$ cat config.mk
export PLATFORM = sky130hd
export DESIGN_NAME = inverse_zigzag_ctrl
export DESIGN_NICKNAME = d
export VERILOG_FILES = /design/src/rtl/izz_pkg.sv /design/src/rtl/inverse_zigzag.sv /design/src/rtl/inverse_zigzag_ctrl.sv
export SDC_FILE = /design/constraint.sdc
export NUM_CORES = 1
export LEC_CHECK = 0
export CELL_PAD_IN_SITES_DETAIL_PLACEMENT = 1
export CELL_PAD_IN_SITES_GLOBAL_PLACEMENT = 1
export CORE_MARGIN = 8
export CORE_UTILIZATION = 30
export DETAILED_ROUTE_END_ITERATION = 6
export GPL_TIMING_DRIVEN = 0
export PLACE_DENSITY = 0.68
export RECOVER_POWER = 100
export SYNTH_ARGS = -nofsm -noshare
export SYNTH_HDL_FRONTEND = slang
export SYNTH_HIERARCHICAL = 1
export SYNTH_SLANG_ARGS = --single-unit
$ cat constraint.sdc
create_clock -name clk -period 19.1 [get_ports clk]
set_input_delay 3.82 -clock clk [delete_from_list [all_inputs] [get_ports clk]]
set_output_delay 3.82 -clock clk [all_outputs]
set_load 0.01 [all_outputs]
$ cat src/rtl/izz_pkg.sv
// Shared definitions for the inverse-zigzag controller: defaults, FSM state
// encoding, the row-to-select mapping and the zigzag position of a raster cell.
package izz_pkg;

    localparam int IZZ_DW_DEF       = 8;
    localparam int IZZ_ROW_BASE_DEF = 2;

    typedef enum logic [0:0] {
        IDLE = 1'b0,
        EMIT = 1'b1
    } izz_state_e;

    // Datapath select code for a raster row; the 3-bit add wraps modulo 8.
    function automatic logic [2:0] row_to_sel(input logic [2:0] row, input int row_base);
        logic [2:0] base_s;
        base_s = 3'(row_base % 8);
        return row + base_s;
    endfunction

    // Zigzag scan position of raster cell (r, c) in an 8x8 block.
    // Even anti-diagonals run bottom-left to top-right, odd ones the other way.
    function automatic int zz_pos(input int r, input int c);
        int diag_s;
        int base_s;
        int off_s;
        diag_s = r + c;
        if (diag_s < 8) begin
            base_s = (diag_s * (diag_s + 1)) / 2;
            off_s  = ((diag_s % 2) == 0) ? c : r;
        end else begin
            base_s = 64 - ((15 - diag_s) * (16 - diag_s)) / 2;
            off_s  = ((diag_s % 2) == 0) ? (7 - r) : (r - (diag_s - 7));
        end
        return base_s + off_s;
    endfunction

endpackage

$ cat src/rtl/inverse_zigzag.sv
// Inverse-zigzag datapath: reorders a zigzag block into raster order and
// returns the row addressed by the select code (row = sel - ROW_BASE mod 8).
module inverse_zigzag
    import izz_pkg::*;
#(
    parameter int DW       = IZZ_DW_DEF,
    parameter int ROW_BASE = IZZ_ROW_BASE_DEF
) (
    input  logic [64*DW-1:0] blk,
    input  logic [2:0]       zz_sel,
    output logic [8*DW-1:0]  row_data
);

    localparam logic [2:0] BASE3 = 3'(ROW_BASE % 8);

    logic [64*DW-1:0] raster_s;
    logic [8*DW-1:0]  rows_s [8];
    logic [2:0]       row_idx_s;

    for (genvar r = 0; r < 8; r++) begin : g_row
        for (genvar c = 0; c < 8; c++) begin : g_col
            localparam int K = zz_pos(r, c);
            assign raster_s[(63 - (r * 8 + c)) * DW +: DW] = blk[(63 - K) * DW +: DW];
        end
        assign rows_s[r] = raster_s[(7 - r) * 8 * DW +: 8 * DW];
    end

    assign row_idx_s = zz_sel - BASE3;

    // Row selection driven by the select code.
    always_comb begin
        row_data = rows_s[row_idx_s];
    end

endmodule

$ cat src/rtl/inverse_zigzag_ctrl.sv
// Inverse-zigzag block controller: accepts 64-coefficient zigzag blocks and
// emits 8 raster rows each. Define IZZ_DBLBUF_EN for a ping-pong holding buffer.
module inverse_zigzag_ctrl
    import izz_pkg::*;
#(
    parameter int DW       = IZZ_DW_DEF,
    parameter int ROW_BASE = IZZ_ROW_BASE_DEF
) (
    input  logic              clk,
    input  logic              rst,
    input  logic              in_valid,
    output logic              in_ready,
    input  logic [64*DW-1:0]  in_data,
    output logic              out_valid,
    input  logic              out_ready,
    output logic [8*DW-1:0]   out_data,
    output logic [2:0]        out_row,
    output logic              out_last,
    output logic [2:0]        zz_sel,
    output logic [15:0]       blk_done
);

    izz_state_e       state_r;
    izz_state_e       state_nxt_s;
    logic [2:0]       row_r;
    logic [15:0]      blk_done_r;
    logic             emit_s;
    logic             in_xfer_s;
    logic             out_xfer_s;
    logic             last_xfer_s;
    logic             pending_s;
    logic             ready_raw_s;
    logic [64*DW-1:0] active_blk_s;

    assign emit_s      = !rst && (state_r == EMIT);
    assign in_xfer_s   = in_valid && in_ready;
    assign out_xfer_s  = emit_s && out_ready;
    assign last_xfer_s = out_xfer_s && (row_r == 3'd7);

`ifdef IZZ_DBLBUF_EN
    logic [64*DW-1:0] buf_r [2];
    logic [1:0]       full_r;
    logic             wr_ptr_r;
    logic             rd_ptr_r;

    // A buffer being freed by the row-7 transfer can be refilled in the same cycle.
    assign ready_raw_s  = !(&full_r) || last_xfer_s;
    assign pending_s    = full_r[~rd_ptr_r];
    assign active_blk_s = buf_r[rd_ptr_r];

    // Buffer occupancy and ping-pong pointers; set after clear so a same-cycle refill wins.
    always_ff @(posedge clk) begin
        if (rst) begin
            full_r   <= 2'b00;
            wr_ptr_r <= 1'b0;
            rd_ptr_r <= 1'b0;
        end else begin
            if (last_xfer_s) begin
                full_r[rd_ptr_r] <= 1'b0;
                rd_ptr_r         <= ~rd_ptr_r;
            end
            if (in_xfer_s) begin
                full_r[wr_ptr_r] <= 1'b1;
                wr_ptr_r         <= ~wr_ptr_r;
            end
        end
    end

    // Holding-register capture on input transfer.
    always_ff @(posedge clk) begin
        if (in_xfer_s) begin
            buf_r[wr_ptr_r] <= in_data;
        end
    end
`else
    logic [64*DW-1:0] hold_r;

    assign ready_raw_s  = (state_r == IDLE);
    assign pending_s    = 1'b0;
    assign active_blk_s = hold_r;

    // Holding-register capture on input transfer.
    always_ff @(posedge clk) begin
        if (in_xfer_s) begin
            hold_r <= in_data;
        end
    end
`endif

    // FSM state register.
    always_ff @(posedge clk) begin
        if (rst) begin
            state_r <= IDLE;
        end else begin
            state_r <= state_nxt_s;
        end
    end

    // FSM next-state logic.
    always_comb begin
        state_nxt_s = state_r;
        case (state_r)
            IDLE: begin
                if (in_xfer_s) begin
                    state_nxt_s = EMIT;
                end else begin
                    state_nxt_s = IDLE;
                end
            end
            EMIT: begin
                if (last_xfer_s) begin
                    state_nxt_s = (pending_s || in_xfer_s) ? EMIT : IDLE;
                end else begin
                    state_nxt_s = EMIT;
                end
            end
            default: state_nxt_s = IDLE;
        endcase
    end

    // FSM outputs; everything is forced to its reset value while rst is high.
    always_comb begin
        in_ready  = 1'b0;
        out_valid = 1'b0;
        out_row   = 3'd0;
        out_last  = 1'b0;
        blk_done  = 16'h0000;
        if (rst) begin
            in_ready  = 1'b0;
            out_valid = 1'b0;
        end else begin
            in_ready  = ready_raw_s;
            out_valid = emit_s;
            out_row   = row_r;
            out_last  = emit_s && (row_r == 3'd7);
            blk_done  = blk_done_r;
        end
    end

    // Row counter and completed-block counter.
    always_ff @(posedge clk) begin
        if (rst) begin
            row_r      <= 3'd0;
            blk_done_r <= 16'h0000;
        end else if (last_xfer_s) begin
            row_r      <= 3'd0;
            blk_done_r <= blk_done_r + 16'd1;
        end else if (out_xfer_s) begin
            row_r      <= row_r + 3'd1;
        end else begin
            row_r      <= row_r;
        end
    end

    assign zz_sel = row_to_sel(out_row, ROW_BASE);

    inverse_zigzag #(
        .DW       (DW),
        .ROW_BASE (ROW_BASE)
    ) u_datapath (
        .blk      (active_blk_s),
        .zz_sel   (zz_sel),
        .row_data (out_data)
    );

endmodule

Yosys cells after proc, flatten, opt, wreduce, memory -nomap -nowiden:

Index checks and enable logic that the tools add are counted.

* bits in registers: 532
* logic and storage cells: 30
* ROM bits: 0
* input port bits: 516
* latch bits: 0
* memories: 0
* bits in writable memories: 0
* output and inout bits: 89

* divide/modulo/power cells: 0
* order comparisons: 1
* multiply operators: 0
* reductions and logical operators: 7
* bitwise operators: 2
* shift-type cells: 0
* muxes and demuxes: 11
* equal/unequal tests: 1
* add/subtract/negate cells: 4

Operators with widths (count)
* binary-select mux 64 bit (select 3 bit): 1
* two-way mux 64 bit: 2
* adder 16 x 1 -> 16 bit, second input constant: 1
* two-way mux 16 bit: 1
* logical AND 1 bit: 5
* two-way mux 1 bit: 5
* greater-or-equal comparator 4 bit, second input constant: 1
* NOT 3 -> 4 bit: 1
* adder 3 x 1 -> 3 bit, second input constant: 1
* adder 3 x 2 -> 3 bit, second input constant: 1
* == test 3 bit, second input constant: 1
* two-way mux 3 bit: 1
* subtractor 3 x 2 -> 3 bit, second input constant: 1
* case mux 1 bit (2 select lines): 1
* OR reduction 2 bit: 1
* zero test 1 bit: 1
* NOT 1 bit: 1

Longest topological paths before layout:

Gate-level depths: netlist of the first run.

* depth in word-level cells: 7
* depth in mapped cells: 9
* depth with buffers taken out: 6

By module:

Netlist of the first run, hierarchy kept.

Modules (own cells, without submodules)
* inverse_zigzag_ctrl: instances 1, cells an instance 642, area each 16443.3 um2, seq. area each 15775.1 um2
* inverse_zigzag: instances 1, cells an instance 266, area each 3857.4 um2, seq. area each 0.0 um2

Least setup slack after synthesis of the first run:

No wires, ideal clock.

* path kind: in2reg
* start: input rst
* end: register hold_r[0], in the netlist active_blk_s[0] (enable)
* path buffers: 1
* data arrival time: 15.859 ns
* slack: 2.297 ns
* cell stages on the path: 3
* required time: 18.157 ns
* setup time: 0.943 ns
* cells stage by stage: clkbuf_1 > nor2_1 > and2_1

* word-level cells in the longest chain between the ends: 2

RTL lines
* start, declared: line inverse_zigzag_ctrl.sv:10 `input logic rst,`
* two-way mux 1 bit: line inverse_zigzag_ctrl.sv:128 `if (rst) begin`
* via in_ready: line inverse_zigzag_ctrl.sv:12 `output logic in_ready,`
* logical AND 1 bit: line inverse_zigzag_ctrl.sv:36 `assign in_xfer_s = in_valid && in_ready;`
* via in_xfer_s: line inverse_zigzag_ctrl.sv:28 `logic in_xfer_s;`
* end signal, assigned: line inverse_zigzag_ctrl.sv:85 `hold_r <= in_data;`
* end, declared: line inverse_zigzag_ctrl.sv:76 `logic [64*DW-1:0] hold_r;`

The timed path passes the listed nets, and every way through them passes these cells.
A chain may end at the register's enable or synchronous reset.

Worst setup path in the final report of the first run:

* start: input rst
* end: register hold_r[137], in the netlist active_blk_s[137] (enable)

* word-level cells in the longest chain between the ends: 2

RTL lines (line)
* two-way mux 1 bit: inverse_zigzag_ctrl.sv:128
* logical AND 1 bit: inverse_zigzag_ctrl.sv:36
* via in_xfer_s: inverse_zigzag_ctrl.sv:28

The timed path passes the listed nets, and every way through them passes these cells.

==> impl_metrics.json, run 1 <==
{
  "clock_power_share_pct": 40.2,
  "fp.coreArea_um2": 67040,
  "die-width_um": 276.1,
  "tritoncts.num_buffers": 57,
  "ff2ff_path_depth": 6,
  "final_cell_area_um2": 29380,
  "synth_xor_xnor_area_share_pct": 0.3020,
  "routed_length_per_instance_um": 25.58,
  "violations_in_the_final_reports": "capacitance limit, slew limit",
  "floorplan.initialDensity_pct": 30.28,
  "max_slew_margin_pct": -169.4,
  "synth_enable_flop_cells": 512,
  "final.period_utilization_pct": 72.93,
  "num_io_pins": 605,
  "postSynth.asyncResetShare_pct": 0,
  "max_slew.worst_pin.slew_ns": 4.040,
  "grt_overflow_total": 0,
  "critical_path_required_ns": 19.38,
  "postSynthRegisterBits": 532,
  "setup_viol": 0,
  "switching_power_mw": 0.5446,
  "finalNonFillerCells": 2548,
  "hold_end": "blk_done_r[14]$_SDFFE_PP0P_",
  "cts_hold_buffers": 0,
  "post-route-util_pct": 43.83,
  "share_of_final_layout_standard_cells_stronger_than_drive_strength_1_pct": 16.44,
  "route.met3.wl_mm": 4.592,
  "r2r_start": "state_r$_SDFF_PP0_",
  "muxShareOfSynthArea_pct": 16.80,
  "postPlaceCellArea_um2": 27630,
  "cell_area_after_technology_mapping_um2": 20300,
  "report.final.slew_viol_count": 405,
  "clock-root-buffer": "sky130_fd_sc_hd__clkbuf_16",
  "yosys_most_used_dff": "sky130_fd_sc_hd__edfxtp_1",
  "ir_worst_vdd_mv": 0.07147,
  "met1Wirelength_mm": 24.72,
  "hold_path.class": "register to register",
  "timing.critical_path.arrival_ns": 14.21,
  "port_buffers": 604,
  "cts.sink_count": 532,
  "routed_antenna_nets": 0,
  "synth_fa_ha_area_share_pct": 0.1849,
  "drt_wl_total_mm": 65.17,
  "final_hold_viol_count": 0,
  "grt_max_degree": 77,
  "routed-wl-met2_mm": 33.79,
  "post-dp-hpwl_mm": 49.24,
  "gr-usage-all-layers_pct": 16.61,
  "postSynthCellCount": 908,
  "synth_compound_area_share_pct": 1.522,
  "cts_tree": "yes",
  "power.internal_mw": 2.078,
  "syn-mean-instance-area_um2": 22.36,
  "max_clock_freq_ghz": 0.07179,
  "route.vias.total": 11750,
  "grt_first_pass_wirelength_mm": 93.23,
  "power.share.sequential_pct": 51.8,
  "cts_setup_buffers": 0,
  "first_global_vias": 13340,
  "drt-vias-per-instance": 4.611,
  "post_cts_resize_count": 0,
  "worst_case_register_to_register_setup_slack_ns": 8.99,
  "cts-htree-levels": 2,
  "holdPathStages": 2,
  "pre_cts_slack_ns": 6.995,
  "finClkSkew_ns": 0.01538,
  "fill_cells": 6508,
  "critical_path.endpoint_type": "register",
  "synthDistinctLibCells": 39,
  "insertion_delay_ns": 0.59,
  "grt_setup_unrepaired": "no",
  "layout.cells.most_common": "sky130_fd_sc_hd__dlygate4sd3_1",
  "min-delay-start": "blk_done_r[14]$_SDFFE_PP0P_",
  "grt_antenna_before_repair": 60,
  "fp-row-count": 95,
  "synthSimpleGateAreaFrac_pct": 2.126,
  "drc_errors": 0,
  "dp_cells": 2392,
  "p_sw_share_pct": 20.77,
  "cts.reportedPaths.clkPinSlew_ns": 0.06,
  "layout.cells.most_common_list": "588 x sky130_fd_sc_hd__dlygate4sd3_1, 512 x sky130_fd_sc_hd__edfxtp_1, 108 x sky130_fd_sc_hd__mux4_2",
  "main_combinational_cell_family_by_area_after_synthesis": "multiplexers",
  "postSynthNetCount": 1427,
  "drt_pass1_iterations": 5,
  "power_leakage_nw": 9.691,
  "cts-root-to-sink-buffers": 3,
  "outcome": "finished, violations left",
  "initialDrtViolationCount": 719,
  "post-route-worst-setup-slack_ns": 5.170,
  "highest_layer": "met5",
  "setup.worst_path.class": "primary input to register",
  "die_height_um": 276.1,
  "place_congestion": 0.7806,
  "die-area_um2": 76250,
  "timing.rr.end": "active_blk_s[137]$_DFFE_PP_",
  "crit_path_start_kind": "primary input",
  "nNetsFinal": 2097,
  "power_per_cell_area_nw_per_um2": 89.24,
  "worst-path-max-fanout": 76,
  "comb_power_share_pct": 8.0,
  "area_growth_pct": 44.74,
  "final_min_period_ns": 13.93,
  "fin_setup_tns_ns": 0,
  "synth_seq_area_share_pct": 77.71,
  "drv.max_cap_violation_count": 6,
  "ys.warnings.count": 6
}
## metrics by stage
stage	total power, mW	hold slack, ns
2_1_floorplan	1.482	0.4581
3_3_place_gp	1.648	0.4899
3_5_place_dp	1.619	0.4904
4_1_cts	2.689	0.4977
5_1_grt	2.717	0.5314
6_report	2.622	0.4858
## metal layers
| metal | up-vias | GRT usage [%] |
|---|---|---|
| met5 | - | 0 |
| met4 | 10 | 6.066 |
| met3 | 117 | 5.281 |
| met2 | 440 | 29.39 |
| li1 | 5210 | - |
| met1 | 5972 | 18.68 |
## worst max path at each step
stage	cells past startpoint	slack, ns	start	end
final	8	5.17	rst	active_blk_s[137]$_DFFE_PP_
after global routing	8	4.12	rst	active_blk_s[483]$_DFFE_PP_
after CTS	10	6.85	rst	out_data[55]
after detailed placement	10	6.99	rst	out_data[55]
after global placement	4	-2.50	rst	active_blk_s[307]$_DFFE_PP_
after floorplan	3	2.30	rst	active_blk_s[0]$_DFFE_PP_
## logic make-up (layout without fill, tap and decap cells)
family                     after synthesis  in the layout
AOI/OAI and AO/OA                       41             41
xor gates and xnor gates                 7              7
adders and majority gates                3              3
buffers and inverters                   50            766
DFF                                    532            532
muxes                                  197            197
other                                    0             51
and+or+nand+nor                         78             78
## critical path, stage by stage
cell                            delay (ns)
sky130_fd_sc_hd__dlygate4sd3_1        0.64
sky130_fd_sc_hd__clkbuf_1             0.26
sky130_fd_sc_hd__nor2_1               0.18
sky130_fd_sc_hd__and2_0               2.72
sky130_fd_sc_hd__clkbuf_1             2.82
sky130_fd_sc_hd__clkbuf_1             3.00
sky130_fd_sc_hd__buf_16               0.32
sky130_fd_sc_hd__buf_16               0.29
## cell usage after synthesis (6+ instances only)
cell type	n	share of area, %
sky130_fd_sc_hd__mux2i_1	20	0.99
sky130_fd_sc_hd__dfxtp_1	20	2.0
sky130_fd_sc_hd__mux2_2	65	3.6
sky130_fd_sc_hd__a22o_1	10	0.43
sky130_fd_sc_hd__a21oi_1	6	0.15
sky130_fd_sc_hd__edfxtp_1	512	76
sky130_fd_sc_hd__buf_6	8	0.44
sky130_fd_sc_hd__nand2_1	12	0.22
sky130_fd_sc_hd__nor2b_1	16	0.49
sky130_fd_sc_hd__o22ai_1	10	0.31
sky130_fd_sc_hd__buf_2	17	0.42
sky130_fd_sc_hd__mux4_2	108	12
sky130_fd_sc_hd__a221o_1	10	0.49
sky130_fd_sc_hd__clkbuf_1	16	0.30
sky130_fd_sc_hd__nor2_1	20	0.37
## power by group through the flow
| stage | Combinational [mW] | Sequential, mW | Clock (mW) |
|---|---|---|---|
| 2_1_floorplan | 0.0774 | 1.40 | 0 |
| 3_3_place_gp | 0.229 | 1.42 | 0 |
| 3_5_place_dp | 0.240 | 1.38 | 0 |
| 4_1_cts | 0.241 | 1.35 | 1.09 |
| 5_1_grt | 0.223 | 1.36 | 1.13 |
| 6_report | 0.209 | 1.36 | 1.05 |
## sequential cells by signal, summed over array words and instances, names as in the netlist
signal        flops
active_blk_s    512
row_r             3
state_r           1
blk_done_r       16
## cell type report
class                      instances  area (um^2)  area share, %
antenna                           51        127.6         0.4343
multi-input combinational        326         4234          14.41
timing repair buffer             611         6120          20.83
sequential                       532        15780          53.69
tap                              873         1092          3.717
buffer                            46        247.7         0.8431
inverter                           4        15.01        0.05110
clock buffer                      76         1508          5.131
clock inverter                    29        264.0         0.8985
(Power assumes the default switching activity.)
==> inputs of run 2 (changes only) <==
Clock period 19.1 ns to 13.1 ns, I/O delays scaled along.
==> run 2 against run 1 <==
The run still ends with capacitance limit, slew limit left. First-iteration DRC count is 18% higher. Worst hold slack improved by 0.017 ns. Count of clock-buffer cells in the layout fell by 5. Cell count shrank 0.51%. Sequential power rose by 46%. Final area grew 0.22%. Total power up 46%. Utilization up 0.097 points. Clock power grew 48%. Combinational power up 47%. Flip-flop and latch count stayed put. Routed wire length up 1.9%. Critical endpoint is now out_data[54]. Largest cell class unchanged.
==> impl_metrics.json, run 2 (synthesized netlist as in run 1, its figures left out) <==
{
  "initialDrtViolationCount": 852,
  "drv.max_cap_violation_count": 3,
  "drt_wl_total_mm": 66.38,
  "num_io_pins": 605,
  "postPlaceCellArea_um2": 27630,
  "layout.cells.most_common": "sky130_fd_sc_hd__dlygate4sd3_1",
  "area_growth_pct": 45.06,
  "drt_pass1_iterations": 7,
  "max_slew_margin_pct": -186.2,
  "finalNonFillerCells": 2535,
  "post-dp-hpwl_mm": 50.33,
  "critical_path.endpoint_type": "output port",
  "tritoncts.num_buffers": 59,
  "finClkSkew_ns": 0.009862,
  "nNetsFinal": 2100,
  "fill_cells": 6453,
  "place_congestion": 0.7815,
  "die_height_um": 276.1,
  "gr-usage-all-layers_pct": 16.80,
  "final.period_utilization_pct": 81.35,
  "max_clock_freq_ghz": 0.09383,
  "routed_length_per_instance_um": 26.19,
  "cts_hold_buffers": 0,
  "max_reg_flops": 512,
  "final_min_period_ns": 10.66,
  "hold_path.class": "register to register",
  "layout.cells.most_common_list": "588 x sky130_fd_sc_hd__dlygate4sd3_1, 512 x sky130_fd_sc_hd__edfxtp_1, 108 x sky130_fd_sc_hd__mux4_2",
  "final_cell_area_um2": 29450,
  "critical_path_required_ns": 10.48,
  "max_slew.worst_pin.slew_ns": 4.293,
  "cts_tree": "yes",
  "route.vias.total": 11850,
  "post_cts_resize_count": 0,
  "crit_path_start_kind": "primary input",
  "grt_overflow_total": 0,
  "die-width_um": 276.1,
  "pre_cts_slack_ns": 3.106,
  "timing.critical_path.arrival_ns": 8.04,
  "clock-root-buffer": "sky130_fd_sc_hd__clkbuf_16",
  "cts.sink_count": 532,
  "dp_cells": 2392,
  "floorplan.initialDensity_pct": 30.28,
  "grt_setup_unrepaired": "no",
  "cts-root-to-sink-buffers": 3,
  "violations_in_the_final_reports": "capacitance limit, slew limit",
  "power_leakage_nw": 9.737,
  "grt_first_pass_wirelength_mm": 94.01,
  "report.final.slew_viol_count": 190,
  "port_buffers": 604,
  "cts-htree-levels": 2,
  "drt-vias-per-instance": 4.673,
  "cts.reportedPaths.clkPinSlew_ns": 0.06,
  "post-route-worst-setup-slack_ns": 2.443,
  "final_hold_viol_count": 0,
  "fin_setup_tns_ns": 0,
  "grt_antenna_before_repair": 62,
  "drc_errors": 0,
  "ir_worst_vdd_mv": 0.1101,
  "die-area_um2": 76250,
  "insertion_delay_ns": 0.59,
  "worst-path-max-fanout": 10,
  "share_of_final_layout_standard_cells_stronger_than_drive_strength_1_pct": 16.88,
  "fp-row-count": 95,
  "outcome": "finished, violations left",
  "routed_antenna_nets": 0,
  "sequential_area_um2": 15780,
  "grt_max_degree": 76,
  "setup_viol": 0,
  "fp.coreArea_um2": 67040,
  "power_per_cell_area_nw_per_um2": 130.1,
  "cts_setup_buffers": 0,
  "first_global_vias": 13290,
  "setup.worst_path.class": "primary input to output port",
  "multi_input_area_um2": 4234,
  "timing.hold.ws_ns": 0.5023
}
-- run 2: cell count changes in the layout (fill, tap and decap cells not counted), moves of 3 or more --
| cell | delta |
|---|---|
| sky130_fd_sc_hd__buf_16 | +3 |
| sky130_fd_sc_hd__clkbuf_16 | +4 |
| sky130_fd_sc_hd__clkbuf_1 | -11 |
| sky130_fd_sc_hd__diode_2 | -12 |
-- run 2: worst max-delay path: stages --
cell and delay (ns):
sky130_fd_sc_hd__dlygate4sd3_1 0.68, sky130_fd_sc_hd__clkbuf_1 0.39, sky130_fd_sc_hd__clkbuf_1 0.44, sky130_fd_sc_hd__nand2b_1 0.28, sky130_fd_sc_hd__clkbuf_1 0.37, sky130_fd_sc_hd__clkbuf_1 0.59, sky130_fd_sc_hd__clkbuf_1 0.77, sky130_fd_sc_hd__clkbuf_1 0.80
sky130_fd_sc_hd__mux2_2 0.42, sky130_fd_sc_hd__dlygate4sd3_1 0.64
-- run 2: final timing paths --
kind	start	endpoint	slack (ns)	depth (start not counted)
setup / recovery	rst	out_data[54]	2.44	10
hold / removal	blk_done_r[14]$_SDFFE_PP0P_	blk_done_r[14]$_SDFFE_PP0P_	0.50	2
setup reg to reg	state_r$_SDFF_PP0_	active_blk_s[307]$_DFFE_PP_	5.67	5
hold reg to reg	blk_done_r[14]$_SDFFE_PP0P_	blk_done_r[14]$_SDFFE_PP0P_	0.50	2
-- run 2: routing by layer --
metal / vias to the layer above / wire length, um / GRT usage [%]
met5: - / 96 / 0
met4: 16 / 1855 / 6.025
met3: 130 / 4757 / 5.323
met2: 445 / 34430 / 29.57
met1: 6060 / 25240 / 19.10
li1: 5195 / - / -
-- run 2: cell type report --
cell class                      instances  share of cell area, %
Tap cell                              873                  3.709
Inverter                                4                0.05099
Clock inverter                         32                 0.7350
Multi-Input combinational cell        326                  14.38
Sequential cell                       532                  53.57
Antenna cell                           39                 0.3314
Timing Repair Buffer                  612                  21.07
Clock buffer                           71                  5.311
Buffer                                 46                 0.8413
-- run 2: where the power goes --
part | switching (mW) | internal [mW] | total, mW
sequential | 0.0197 | 1.96 | 1.98
clock | 0.664 | 0.882 | 1.55
combinational | 0.123 | 0.184 | 0.307
total | 0.807 | 3.03 | 3.83
-- run 2: through the flow --
stage / power (mW) / util [%]
after floorplan: 2.137 / -
after global placement: 2.370 / 40.93
after detailed placement: 2.361 / 41.22
after CTS: 3.924 / 43.88
after global routing: 3.967 / 43.88
final: 3.832 / 43.93
==> inputs of run 3 (changes only) <==
Clock period 13.1 ns to 10.82 ns, I/O delays scaled along.
==> run 3 against run 2 <==
The run still ends with capacitance limit, slew limit left. Global-route usage is the same. Count of clock-buffer cells in the layout is the same. Via count shrank 0.19%. Utilization is essentially flat. Sequential power grew 21%.
==> impl_metrics.json, run 3 (synthesized netlist as in run 1, its figures left out) <==
{
  "worst-path-max-fanout": 10,
  "report.final.slew_viol_count": 277,
  "die-width_um": 276.1,
  "grt_setup_unrepaired": "no",
  "min-delay-start": "blk_done_r[14]$_SDFFE_PP0P_",
  "final.period_utilization_pct": 89.18,
  "die_height_um": 276.1,
  "cts_tree": "yes",
  "share_of_final_layout_standard_cells_stronger_than_drive_strength_1_pct": 17.13,
  "r2r_start": "state_r$_SDFF_PP0_",
  "area_growth_pct": 44.95,
  "violations_in_the_final_reports": "capacitance limit, slew limit",
  "outcome": "finished, violations left",
  "port_buffers": 604,
  "finClkSkew_ns": 0.008984,
  "crit_path_start_kind": "primary input",
  "drc_errors": 0,
  "cts-root-to-sink-buffers": 3,
  "fp-row-count": 95,
  "timing.critical_path.arrival_ns": 7.49,
  "final_hold_viol_count": 0,
  "route.vias.total": 11820,
  "layout.cells.most_common_list": "554 x sky130_fd_sc_hd__dlygate4sd3_1, 512 x sky130_fd_sc_hd__edfxtp_1, 108 x sky130_fd_sc_hd__mux4_2",
  "final_cell_area_um2": 29430,
  "drt_pass1_iterations": 4,
  "power_leakage_nw": 9.724,
  "place_congestion": 0.7815,
  "fp.coreArea_um2": 67040,
  "grt_antenna_before_repair": 62,
  "initialDrtViolationCount": 872,
  "max_clock_freq_ghz": 0.1036,
  "die-area_um2": 76250,
  "timing.critical_path.from": "rst",
  "first_global_vias": 13290,
  "drv.max_cap_violation_count": 4,
  "routed_length_per_instance_um": 26.19,
  "routed_antenna_nets": 0,
  "drt_wl_total_mm": 66.36,
  "totalPowerFinal_mw": 4.642,
  "fill_cells": 6457,
  "final_min_period_ns": 9.650,
  "grt_first_pass_wirelength_mm": 94.01,
  "grt_overflow_total": 0,
  "cts_setup_buffers": 0,
  "finalNonFillerCells": 2534,
  "setup.worst_path.class": "primary input to output port",
  "floorplan.initialDensity_pct": 30.28,
  "max_reg_flops": 512,
  "dp_cells": 2392,
  "clock-root-buffer": "sky130_fd_sc_hd__clkbuf_16",
  "gr-usage-all-layers_pct": 16.80,
  "post_cts_resize_count": 0,
  "setup_viol": 0,
  "hold_path.class": "register to register",
  "pre_cts_slack_ns": 1.738,
  "tritoncts.num_buffers": 59,
  "power_per_cell_area_nw_per_um2": 157.7,
  "insertion_delay_ns": 0.59,
  "grt_max_degree": 76,
  "nNetsFinal": 2100,
  "cts.sink_count": 532,
  "layout.cells.most_common": "sky130_fd_sc_hd__dlygate4sd3_1",
  "cts_hold_buffers": 0,
  "drt-vias-per-instance": 4.666,
  "postPlaceCellArea_um2": 27630,
  "max_slew.worst_pin.slew_ns": 4.638,
  "post-route-util_pct": 43.89,
  "max_slew_margin_pct": -209.2,
  "post-dp-hpwl_mm": 50.33,
  "critical_path.endpoint_type": "output port",
  "num_io_pins": 605,
  "critical_path_required_ns": 8.66,
  "cts-htree-levels": 2,
  "post-route-worst-setup-slack_ns": 1.170,
  "ir_worst_vdd_mv": 0.1336,
  "sequential_area_um2": 15780,
  "multi_input_area_um2": 4234,
  "cts.reportedPaths.clkPinSlew_ns": 0.06
}
-- run 3: power by group --
group | switching [mW] | internal [mW] | total (mW)
logic | 0.149 | 0.226 | 0.375
clock network | 0.802 | 1.07 | 1.87
registers | 0.0238 | 2.37 | 2.40
-- run 3: layout make-up --
cell class / instances / share of cell area, %
sequential: 532 / 53.61
timing repair buffer: 612 / 21.02
multi-input combinational: 326 / 14.39
clock buffer: 71 / 5.315
tap: 873 / 3.712
buffer: 46 / 0.8462
clock inverter: 32 / 0.7356
antenna: 38 / 0.3232
inverter: 4 / 0.05102
-- run 3: final timing paths --
path                                  to  slack (ns)  cells past startpoint
max                         out_data[16]        1.17                     10
min          blk_done_r[14]$_SDFFE_PP0P_        0.50                      2
max reg2reg   active_blk_s[38]$_DFFE_PP_        3.72                      4
min reg2reg  blk_done_r[14]$_SDFFE_PP0P_        0.50                      2
-- run 3: metrics by stage --
step                setup TNS, ns  hold WS, ns
floorplan                       0       0.4581
finish                          0       0.4995
global route                    0       0.5406
global placement          -670.68       0.4858
detailed placement              0       0.4896
CTS                             0       0.5008
-- run 3: worst max-delay path: stages --
cell and delay, ns:
sky130_fd_sc_hd__dlygate4sd3_1 0.68, sky130_fd_sc_hd__clkbuf_1 0.39, sky130_fd_sc_hd__clkbuf_1 0.45, sky130_fd_sc_hd__nand2b_1 0.28
sky130_fd_sc_hd__clkbuf_1 0.36, sky130_fd_sc_hd__clkbuf_1 0.59, sky130_fd_sc_hd__clkbuf_1 0.77, sky130_fd_sc_hd__clkbuf_1 0.71
sky130_fd_sc_hd__mux2_2 0.41, sky130_fd_sc_hd__dlygate4sd3_1 0.64
-- run 3: routing by layer --
layer	vias to the layer above	routed length, um	global-route usage [%]
li1	5192	-	-
met1	6017	25140	19.10
met2	469	34440	29.57
met3	130	4830	5.323
met4	16	1858	6.025
met5	-	96	0
